==> src/rtl/pipe_latch_de.sv <==
// D->E pipeline latch as a two-entry skid buffer: registered in_ready, flush
// via CLR, and saturating stall/flush statistics counters.
module pipe_latch_de #(
    parameter int DATA_W = 32,
    parameter int REG_W  = 5,
    parameter int ALUC_W = 3,
    parameter int CNT_W  = 16
) (
    input  logic              clk,
    input  logic              rst,
    input  logic              CLR,
    input  logic              in_valid,
    output logic              in_ready,
    input  logic              RegWriteD,
    input  logic              RegDstD,
    input  logic              AluSrcD,
    input  logic              MemWriteD,
    input  logic              MemtoRegD,
    input  logic [ALUC_W-1:0] ALUControlD,
    input  logic [DATA_W-1:0] RD1,
    input  logic [DATA_W-1:0] RD2,
    input  logic [DATA_W-1:0] SignimmD,
    input  logic [REG_W-1:0]  RsD,
    input  logic [REG_W-1:0]  RtD,
    input  logic [REG_W-1:0]  RdD,
    output logic              out_valid,
    input  logic              out_ready,
    output logic              RegWriteE,
    output logic              RegDstE,
    output logic              AluSrcE,
    output logic              MemWriteE,
    output logic              MemtoRegE,
    output logic [ALUC_W-1:0] ALUControlE,
    output logic [DATA_W-1:0] RD1E,
    output logic [DATA_W-1:0] RD2E,
    output logic [DATA_W-1:0] SignimmE,
    output logic [REG_W-1:0]  RsE,
    output logic [REG_W-1:0]  RtE,
    output logic [REG_W-1:0]  RdE,
    output logic [CNT_W-1:0]  stall_cnt,
    output logic [CNT_W-1:0]  flush_cnt
);

    typedef struct packed {
        logic              reg_write;
        logic              reg_dst;
        logic              alu_src;
        logic              mem_write;
        logic              mem_to_reg;
        logic [ALUC_W-1:0] alu_control;
        logic [DATA_W-1:0] rd1;
        logic [DATA_W-1:0] rd2;
        logic [DATA_W-1:0] signimm;
        logic [REG_W-1:0]  rs;
        logic [REG_W-1:0]  rt;
        logic [REG_W-1:0]  rd;
    } bundle_t;

    typedef enum logic [1:0] {EMPTY, ONE, TWO} state_t;

    state_t  state, state_nxt;
    bundle_t main_q, skid_q, in_b;
    logic    accept, consume;
    logic    load_main, load_skid, skid_to_main;

    assign in_b = {RegWriteD, RegDstD, AluSrcD, MemWriteD, MemtoRegD, ALUControlD,
                   RD1, RD2, SignimmD, RsD, RtD, RdD};

    assign out_valid = (state != EMPTY);
    assign accept    = in_valid & in_ready;
    assign consume   = out_valid & out_ready;

    always_comb begin
        state_nxt    = state;
        load_main    = 1'b0;
        load_skid    = 1'b0;
        skid_to_main = 1'b0;
        case (state)
            EMPTY: begin
                if (accept) begin
                    load_main = 1'b1;
                    state_nxt = ONE;
                end
            end
            ONE: begin
                if (accept && consume) begin
                    load_main = 1'b1;
                end else if (accept) begin
                    load_skid = 1'b1;
                    state_nxt = TWO;
                end else if (consume) begin
                    state_nxt = EMPTY;
                end
            end
            TWO: begin
                if (consume) begin
                    skid_to_main = 1'b1;
                    state_nxt    = ONE;
                end
            end
            default: state_nxt = EMPTY;
        endcase
    end

    // in_ready is the registered image of "next state is not TWO", so it never
    // depends combinationally on out_ready.
    always_ff @(posedge clk) begin
        if (rst || CLR) begin
            state    <= EMPTY;
            in_ready <= 1'b1;
            main_q   <= '0;
            skid_q   <= '0;
        end else begin
            state    <= state_nxt;
            in_ready <= (state_nxt != TWO);
            if (load_main)
                main_q <= in_b;
            else if (skid_to_main)
                main_q <= skid_q;
            if (load_skid)
                skid_q <= in_b;
        end
    end

    // Statistics survive CLR; only rst clears them.
    always_ff @(posedge clk) begin
        if (rst) begin
            stall_cnt <= '0;
            flush_cnt <= '0;
        end else begin
            if (out_valid && !out_ready && !(&stall_cnt))
                stall_cnt <= stall_cnt + 1'b1;
            if (CLR && (state != EMPTY) && !(&flush_cnt))
                flush_cnt <= flush_cnt + 1'b1;
        end
    end

    assign RegWriteE   = main_q.reg_write;
    assign RegDstE     = main_q.reg_dst;
    assign AluSrcE     = main_q.alu_src;
    assign MemWriteE   = main_q.mem_write;
    assign MemtoRegE   = main_q.mem_to_reg;
    assign ALUControlE = main_q.alu_control;
    assign RD1E        = main_q.rd1;
    assign RD2E        = main_q.rd2;
    assign SignimmE    = main_q.signimm;
    assign RsE         = main_q.rs;
    assign RtE         = main_q.rt;
    assign RdE         = main_q.rd;

endmodule

==> config.mk <==
export PLATFORM = sky130hd
export DESIGN_NAME = pipe_latch_de
export DESIGN_NICKNAME = d
export VERILOG_FILES = /design/src/rtl/pipe_latch_de.sv
export SDC_FILE = /design/constraint.sdc
export NUM_CORES = 1
export LEC_CHECK = 0
export BUFFER_PORTS_ARGS = -buffer_cell sky130_fd_sc_hd__buf_2
export CAP_MARGIN = 20
export CORE_MARGIN = 3
export CORE_UTILIZATION = 40
export CTS_CLUSTER_DIAMETER = 200
export DETAILED_ROUTE_END_ITERATION = 8
export GPL_ROUTABILITY_DRIVEN = 0
export PLACE_DENSITY = 0.61
export SLEW_MARGIN = 20
export SYNTH_ARGS = -nofsm -noshare
export SYNTH_HDL_FRONTEND = slang
export SYNTH_SLANG_ARGS = --single-unit
==> constraint.sdc <==
create_clock -name clk -period 2.68 [get_ports clk]
set_clock_uncertainty 0.05 [all_clocks]
set_input_delay 0.536 -clock clk [delete_from_list [all_inputs] [get_ports clk]]
set_output_delay 0.536 -clock clk [all_outputs]
set_load 0.005 [all_outputs]
=== Word level (Yosys, flattened, before mapping) ===
Cells that the tools add are included.

* Add/subtract/negate cells: 2
* Multipliers: 0
* Div/mod/pow operators: 0
* $lt $le $gt $ge: 0
* Equal/unequal tests: 3
* Shifts and indexed selects: 0
* Mux-type cells: 15
* Bitwise gates (word level): 2
* Reduce and logical (&&, ||, !) cells: 14

{| class="wikitable"
|+ Operator list
! cell !! number
|-
| 2-to-1 mux 119 bit || 2
|-
| adder 16 x 1 -> 16 bit (second input constant) || 2
|-
| AND reduction 16 bit || 2
|-
| 2-to-1 mux 2 bit || 5
|-
| 2-to-1 mux 1 bit || 6
|-
| one-hot mux 2 bit (3 select lines) || 1
|-
| logical AND 1 bit || 5
|-
| nonzero test 2 bit || 2
|-
| zero test 1 bit || 3
|-
| AND 1 bit || 2
|-
| equality test 2 x 1 -> 1 bit (second input constant) || 1
|-
| equality test 2 bit (second input constant) || 1
|-
| zero test 2 bit || 1
|-
| inequality test 2 bit (second input constant) || 1
|-
| one-hot mux 1 bit (2 select lines) || 1
|-
| logical OR 1 bit || 1
|}

* Flip-flop bits (word level): 273
* Bits in latches: 0
* Memory bits (writable): 0
* Bits in read-only memories: 0
* Output and inout bits: 153
* Word-level logic and storage cells: 64
* Memories kept: 0

=== Longest topological paths before layout ===
Gate-level depths: netlist (run 1).

* Depth after elaboration: 7
* Gate-level depth with buffers: 7
* Gate-level depth less buffers: 5

=== Worst setup path after synthesis (run 1) ===
Ideal clock, no wire load.

* Path kind: input to register
* Start: in CLR
* End: reg flush_cnt[15]
* Setup time: 70 ps
* Data arrival time: 1861 ps
* Setup slack: 699 ps
* Stages: 5
* Buffers on the path: 1
* Cell sequence: o21ai_2 -> or4_1 -> buf_2 -> or4_1 -> a21oi_1

* Word-level cells in the longest chain between the ends: 2

{| class="wikitable"
|+ Ends and longest elaborated chain
! what !! RTL line !! RTL
|-
| start: declaration || 11 || <nowiki>input logic CLR,</nowiki>
|-
| logical AND 1 bit (2 in series) || 133 || <nowiki>if (CLR && (state != EMPTY) && !(&flush_cnt))</nowiki>
|-
| end signal: assignment || 134 || <nowiki>flush_cnt <= flush_cnt + 1'b1;</nowiki>
|-
| end: declaration || 41 || <nowiki>output logic [CNT_W-1:0] flush_cnt</nowiki>
|}

Every way passes these cells.
A chain may end at the register's enable or synchronous reset.

=== Worst setup path after layout (run 1) ===
* Start: reg state[1]
* End: reg skid_q[8] (netlist bit)

* Word-level cells in the longest chain between the ends: 5
* Elaborated cells between the ends (all ways): 6

{| class="wikitable"
|+ Ends and longest elaborated chain
! what !! RTL line !! RTL
|-
| start: declaration || 61 || <nowiki>state_t state, state_nxt;</nowiki>
|-
| start signal: assignment || 114 || <nowiki>state <= state_nxt;</nowiki>
|-
| nonzero test 2 bit || 69 || <nowiki>assign out_valid = (state != EMPTY);</nowiki>
|-
| AND 1 bit || 71 || <nowiki>assign consume = out_valid & out_ready;</nowiki>
|-
| logical AND 1 bit || 86 || <nowiki>if (accept && consume) begin</nowiki>
|-
| 2-to-1 mux 1 bit || 86 ||
|-
| 2-to-1 mux 1 bit (*) || 78 || <nowiki>case (state)</nowiki>
|-
| end signal: assignment || 121 || <nowiki>skid_q <= in_b;</nowiki>
|-
| end: declaration || 62 || <nowiki>bundle_t main_q, skid_q, in_b;</nowiki>
|}

Mark *: on every way between the ends. The rest lies on a longest branch, timed or not.

==> flow_metrics.py, run 1 <==
metrics = {
    "flow_run": {
        "max_cap_violations": 0,
    },
    "clocking": {
        "cts_buffers": 30,
        "cts_num_sinks": 273,
        "cts_root_buf": "clkbuf_16",
        "cts_tree": "yes",
        "cts_hold_buf": 0,
        "cts_setup_buffers": 0,
        "h-tree-depth": 1,
        "clkLatencyLatePin_ns": 0.54,
        "ctsResizeCount": 0,
        "cts_buffer_depth": 3,
        "clkTransAtPathRegs_ns": 0.06,
    },
    "pwr": {
        "power_density_nw_per_um2": 653,
        "ir_drop_mv": 0.516,
        "power_uw": 8920,
        "power_leakage_uw": 0.00553,
    },
    "min_path": {
        "hold_class": "in2reg",
    },
    "critical_path": {
        "endpoint_kind": "register",
        "crit_type": "reg2reg",
        "crit_path_start_kind": "register",
        "path_max_fanout": 72,
        "cp_data_required_time_ns": 3.09,
        "worstPathArrival_ns": 2.58,
    },
    "routing": {
        "antenna_left": 0,
        "vias": 9517,
        "vias_per_cell": 5.15,
        "drc": 0,
        "wl_per_cell_um": 15.5,
        "drtIter0Drc": 618,
        "first_pass_iters": 7,
        "wl_mm": 28.6,
    },
    "die": {
        "dieArea_um2": 29400,
        "die_w_um": 171,
        "row_count": 59,
        "die_h_um": 171,
        "ioPinCount": 277,
        "core_um2": 26400,
        "initial_utilization_pct": 41.4,
    },
    "grt": {
        "antenna_found_initial": 6,
        "overflow": 0,
        "grt_max_degree": 81,
        "grt_util_all_layers_pct": 18.5,
        "grt_pass1_vias": 8766,
        "grt_pass1_wl_mm": 45.5,
    },
    "placement": {
        "hpwl_mm": 18.6,
        "port_buffers": 276,
        "dp_cells": 1791,
    },
    "timing": {
        "report.final.setup_viol": 0,
        "fin_crit_ns": 2.17,
        "tns_ns": 0,
        "slew_headroom_pct": 44.9,
        "fin_crit_sh_pct": 80.9,
        "hold_viol": 0,
        "tightest_slew_ns": 0.826,
        "maxSlewViolCount": 0,
        "fmax_mhz": 461,
        "timing.hold.ws_ns": 0.194,
        "rsz0062_at_grt": "false",
    },
    "layout": {
        "drive_above_1_share_pct": 23.7,
        "stdcell_count": 1849,
        "nets": 1614,
        "final_util_pct": 51.7,
        "area_delta_synth_final_pct": 24.9,
    },
    "synth": {
        "ys_warn_count": 0,
        "synth_cell_type_count": 43,
        "avgSynthCellArea_um2": 8.70,
        "syn-num-nets": 1382,
        "ys_ff_latch": 273,
        "synth_flop_cell": "dfxtp_1",
        "syn_area_um2": 10900,
        "syn_inst": 1256,
        "synth_edf_count": 0,
        "synth_seq_area_share_pct": 50.0,
        "synth_async_sr_flop_share_pct": 0,
    },
    "run_status": {
        "status": "complete, no violations",
    },
}
[power by group]
group | total (µW) | leakage (µW) | switching, µW | internal, µW
sequential | 4210 | 0.00221 | 51.5 | 4150
clock | 3890 | 0.000456 | 1580 | 2300
combinational | 825 | 0.00287 | 471 | 354
total | 8920 | 0.00553 | 2110 | 6810
[routing by layer]
| layer | up-vias | routed length [µm] | part of all wire, % | track usage, % |
|---|---|---|---|---|
| met1 | 4368 | 12600 | 44 | 24.1 |
| met5 | - | 7 | 0.024 | 0 |
| met3 | 52 | 1910 | 6.7 | 5.22 |
| li1 | 4865 | - | - | - |
| met2 | 230 | 13300 | 47 | 29.8 |
| met4 | 2 | 765 | 2.7 | 6.02 |
[cell usage after synthesis, types with 7 or more instances]
library cell / instances / area [µm²]
nand3_1: 8 / 40.0
clkbuf_1: 76 / 285
nand4_1: 10 / 62.6
or3_1: 15 / 93.8
a21oi_1: 141 / 706
or4_1: 8 / 60.1
nor2_1: 130 / 488
o21ai_0: 15 / 75.1
mux2i_1: 121 / 1210
o31ai_1: 7 / 52.6
a211oi_1: 120 / 901
dfxtp_1: 273 / 5470
nand2_1: 249 / 935
buf_2: 23 / 115
[path summary, 6_finish.rpt]
check,end,from,depth (start not counted),slack [ns]
max reg2reg,skid_q[8],state[1],5,0.51
min reg2reg,skid_q[12],skid_q[12],2,0.40
min,skid_q[45],SignimmD[30],3,0.19
max,skid_q[8],state[1],5,0.51
[registers in the layout, summed over array words and instances, names as in the netlist]
signal and flops:
skid_q 119, RD1E 32, RD2E 32, SignimmE 32, flush_cnt 16, stall_cnt 16
RdE 5, RsE 5, RtE 5, ALUControlE 3, state 2, AluSrcE 1
MemWriteE 1, MemtoRegE 1, RegDstE 1, RegWriteE 1, in_ready 1
[stage by stage]
step	area, µm²	setup slack (ns)
after detailed placement	12700	0.422
after CTS	13600	0.497
after global placement	12700	0.468
final	13700	0.512
after global routing	13600	0.300
after floorplan	10900	0.699
[critical path, cell delays in order, from the launching register on]
cell and delay, ns:
dfxtp_1 0.50, nand3b_1 0.37, or3b_4 0.20, buf_4 0.60, nand2_1 0.13, a21oi_1 0.17
[cell families (layout without fill, tap and decap cells)]
logic type,count (synthesis),after routing,synth area share [%]
xor+xnor,3,3,0.240
other cells,0,7,0
simple gates,451,451,17.3
compound gates,298,298,16.9
flops,273,273,50.0
buf+inv,106,357,3.97
mux,123,123,11.3
fa+ha+maj,2,2,0.229
[cells in the final DEF (no fill, tap or decap), types with 3 or more instances in the layout]
master	n
or4_1	8
nor3_1	3
buf_12	14
nor2b_1	3
a21oi_1	141
xor2_1	3
diode_2	7
clkbuf_8	4
a211oi_1	120
buf_4	11
inv_1	5
o21ai_0	15
nor4_1	5
nand2_1	249
o31ai_1	7
clkinv_2	5
nor2_1	129
clkbuf_16	31
clkbuf_1	10
buf_2	276
nand4_1	10
mux2i_1	121
and3_1	4
nand3_1	8
or3_1	15
dfxtp_1	273
[area by class of cell]
| cell class | instances | area (µm²) |
|---|---|---|
| clock inverters | 6 | 55.1 |
| diodes | 7 | 17.5 |
| repair buffers | 301 | 1740 |
| inverters | 5 | 18.8 |
| flip-flops and latches | 273 | 5470 |
| well taps | 335 | 419 |
| fillers | 2571 | 12800 |
| multi-input cells | 877 | 5060 |
| clock buffers | 45 | 868 |
No activity file was read; power rests on OpenSTA's default activity.
==> inputs of run 2 (changes only) <==
--- a/config.mk
+++ b/config.mk
@@ -5,6 +5,7 @@
 export SDC_FILE = /design/constraint.sdc
 export NUM_CORES = 1
 export LEC_CHECK = 0
+export ABC_AREA = 1
 export BUFFER_PORTS_ARGS = -buffer_cell sky130_fd_sc_hd__buf_2
 export CAP_MARGIN = 20
 export CORE_MARGIN = 3
==> constraint.sdc (replaced) <==
create_clock -name clk -period 2.3 [get_ports clk]
set_clock_uncertainty 0.05 [all_clocks]
set_input_delay 0.46 -clock clk [delete_from_list [all_inputs] [get_ports clk]]
set_output_delay 0.46 -clock clk [all_outputs]
set_load 0.005 [all_outputs]
==> run 2 against run 1 <==
  * Critical path type unchanged
  * Die area grew 1.6%
  * Global-route usage grew 1.8 points
  * Sequential share of layout area shrank 0.83 points
  * Wire length grew 10%
  * Core utilization shrank 0.22 points
  * Register-to-register slack lost 0.16 ns
  * Synthesized cell count grew 20%
  * Cell count grew 15%
  * Hold slack lost 0.075 ns
  * First-iteration DRC count grew 17%
  * Fmax grew 11%
  * Combinational power grew 12%
==> flow_metrics.py, run 2 <==
metrics = {
    "run_status": {
        "status": "complete, no violations",
    },
    "pwr": {
        "ir_drop_mv": 0.511,
        "power_density_nw_per_um2": 769,
        "power_leakage_uw": 0.00565,
        "power_uw": 10700,
    },
    "min_path": {
        "min_path_cells": 3,
        "hold_class": "in2reg",
        "holdPathEnd": "RD2E[16]",
        "hold_path.startpoint": "RD2[16]",
    },
    "placement": {
        "port_buffers": 276,
        "hpwl_mm": 20.3,
        "dp_slack_ns": 0.202,
    },
    "synth": {
        "syn-num-nets": 1629,
        "syn_inst": 1503,
        "ys_warn_count": 0,
        "synth_area_leader_cell": "dfxtp_1",
        "synth_cell_type_count": 24,
        "syn_area_um2": 11100,
        "synth_async_sr_flop_share_pct": 0,
        "yosys-top-cells-area": "dfxtp_1 49%, o21ai_0 14%, a21oi_1 12%",
        "synth_seq_area_share_pct": 49.2,
        "synth_common_cells": "321 x o21ai_0, 273 x dfxtp_1, 261 x a21oi_1",
        "avgSynthCellArea_um2": 7.39,
        "ys_ff_latch": 273,
        "synth_most_common_cell": "o21ai_0",
        "synth_edf_count": 0,
        "synth_top_area_share_pct": 49.2,
        "synth_flop_cell": "dfxtp_1",
    },
    "timing": {
        "tightest_slew_ns": 0.585,
        "layout_setup_ws_ns": 0.353,
        "slew_headroom_pct": 60.9,
        "maxSlewViolCount": 0,
        "report.final.setup_viol": 0,
        "rsz0062_at_grt": "false",
        "fin_crit_ns": 1.95,
        "fmax_mhz": 514,
        "hold_viol": 0,
        "tns_ns": 0,
        "fin_crit_sh_pct": 84.6,
    },
    "routing": {
        "wl_mm": 31.5,
        "first_pass_iters": 4,
        "wl_per_cell_um": 14.8,
        "antenna_left": 0,
        "vias": 10700,
        "drc": 0,
        "drtIter0Drc": 720,
        "vias_per_cell": 5.04,
    },
    "clocking": {
        "clkLatencyLatePin_ns": 0.54,
        "cts_tree": "yes",
        "cts_buffer_depth": 3,
        "h-tree-depth": 1,
        "cts_hold_buf": 0,
        "cts_setup_buffers": 0,
        "ctsResizeCount": 0,
        "cts_num_sinks": 273,
        "cts_buffers": 30,
        "cts_root_buf": "clkbuf_16",
        "clkTransAtPathRegs_ns": 0.06,
    },
    "die": {
        "row_count": 60,
        "die_h_um": 173,
        "die_w_um": 173,
        "initial_utilization_pct": 41.0,
        "core_um2": 27100,
        "dieArea_um2": 29800,
        "ioPinCount": 277,
    },
    "critical_path": {
        "cp_data_required_time_ns": 2.72,
        "critical_path.slowest_cell": "buf_4",
        "crit_path_start_kind": "register",
        "endpoint_kind": "register",
        "critPathMaxStageDelay_ns": 0.44,
        "crit_chain": "inv_1, nand2_2, nand2_1, nand2_1, nand2_4, buf_4, o21ai_0, a21oi_1",
        "rr_endpoint": "SignimmE[25]",
        "startpoint": "state[1]",
        "r2r_cells": 8,
        "crit_top_cell": "nand2_1",
        "crit_type": "reg2reg",
        "reg2reg_slack_ns": 0.35,
        "worstPathArrival_ns": 2.36,
        "path_max_fanout": 54,
        "r2r_start": "state[1]",
    },
    "layout": {
        "final_util_pct": 51.4,
        "final_common_cell": "o21ai_0",
        "area_delta_synth_final_pct": 25.4,
        "nets": 1854,
        "final_cell_mix": "321 x o21ai_0, 276 x buf_2, 273 x dfxtp_1, 261 x a21oi_1, 232 x nand2_1",
        "regMostFlops": "skid_q",
        "drive_above_1_share_pct": 20.9,
        "largest_reg_flops": 119,
        "fill_cells": 2637,
    },
    "grt": {
        "grt_util_all_layers_pct": 20.3,
        "use_met2_pct": 33.8,
        "met3_usage_pct": 3.47,
        "overflow": 0,
        "use_met1_pct": 27.1,
        "grt_pass1_wl_mm": 52.1,
        "grt_pass1_vias": 10200,
        "busiest_layer": "met2",
        "antenna_found_initial": 3,
        "grt_max_degree": 66,
    },
    "flow_run": {
        "max_cap_violations": 0,
    },
}
## run 2: cell count changes in the layout (fill, tap and decap cells not counted), moves of 8 or more
cell and change:
o21ai_0 +306, inv_1 +146, mux2i_1 -121, a211oi_1 -120, a21oi_1 +120, nor2_1 -75, o21ai_1 +39, nand2_1 -17
or3_1 -15, nand3_1 +14, or4_1 -8
## run 2: worst max path at each step
stage                    end  slack (ns)  cells past startpoint
5_1_grt         flush_cnt[9]        0.14                      9
4_1_cts        flush_cnt[13]        0.20                      9
3_5_place_dp   flush_cnt[13]        0.20                      9
3_3_place_gp   flush_cnt[13]        0.19                      9
6_report        SignimmE[25]        0.35                      8
2_1_floorplan  flush_cnt[11]        0.73                      9
## run 2: final cells by class
| cell class | instances | area (µm²) | area share [%] |
|---|---|---|---|
| tap | 372 | 465 | 3.34 |
| inverter | 153 | 577 | 4.14 |
| sequential | 273 | 5470 | 39.2 |
| multi-input combinational | 967 | 4610 | 33.1 |
| antenna | 1 | 2.50 | 0.0180 |
| clock inverter | 12 | 118 | 0.844 |
| clock buffer | 43 | 901 | 6.46 |
| timing repair buffer | 303 | 1800 | 12.9 |
## run 2: worst max-delay path, delay by kind of cell (launching register included)
family / cells / cell delay (ns)
buffers and inverters: 2 / 0.56
AO/OA/AOI/OAI: 2 / 0.42
flip-flops: 1 / 0.35
AND/OR/NAND/NOR: 4 / 0.44
## run 2: layer usage
| layer | part of all wire (%) | vias up |
|---|---|---|
| met5 | 0.067 | - |
| met4 | 2.9 | 4 |
| met3 | 5.9 | 58 |
| met2 | 46 | 289 |
| met1 | 45 | 4915 |
| li1 | - | 5430 |
## run 2: power breakdown
group          switching, µW  internal, µW  total (µW)
Sequential              71.7          4860        4930
Combinational            572           352         924
Clock                   1930          2930        4860
Total                   2580          8140       10700
## run 2: metrics by stage
| stage | std cells | hold slack (ns) | cell area (µm²) |
|---|---|---|---|
| global placement | 2068 | 0.376 | 12900 |
| CTS | 2123 | 0.0915 | 13900 |
| global route | 2124 | 0.101 | 13900 |
| floorplan | 1503 | 0.370 | 11100 |
| detailed placement | 2068 | 0.381 | 12900 |
| finish | 2124 | 0.118 | 13900 |
## run 2: cells by family after synthesis
group | Yosys count | synth area share [%]
AOI/OAI and AO/OA | 624 | 28.2
xor gates and xnor gates | 11 | 0.867
adders and majority gates | 2 | 0.225
buffers and inverters | 263 | 9.69
DFF | 273 | 49.2
and+or+nand+nor | 330 | 11.9
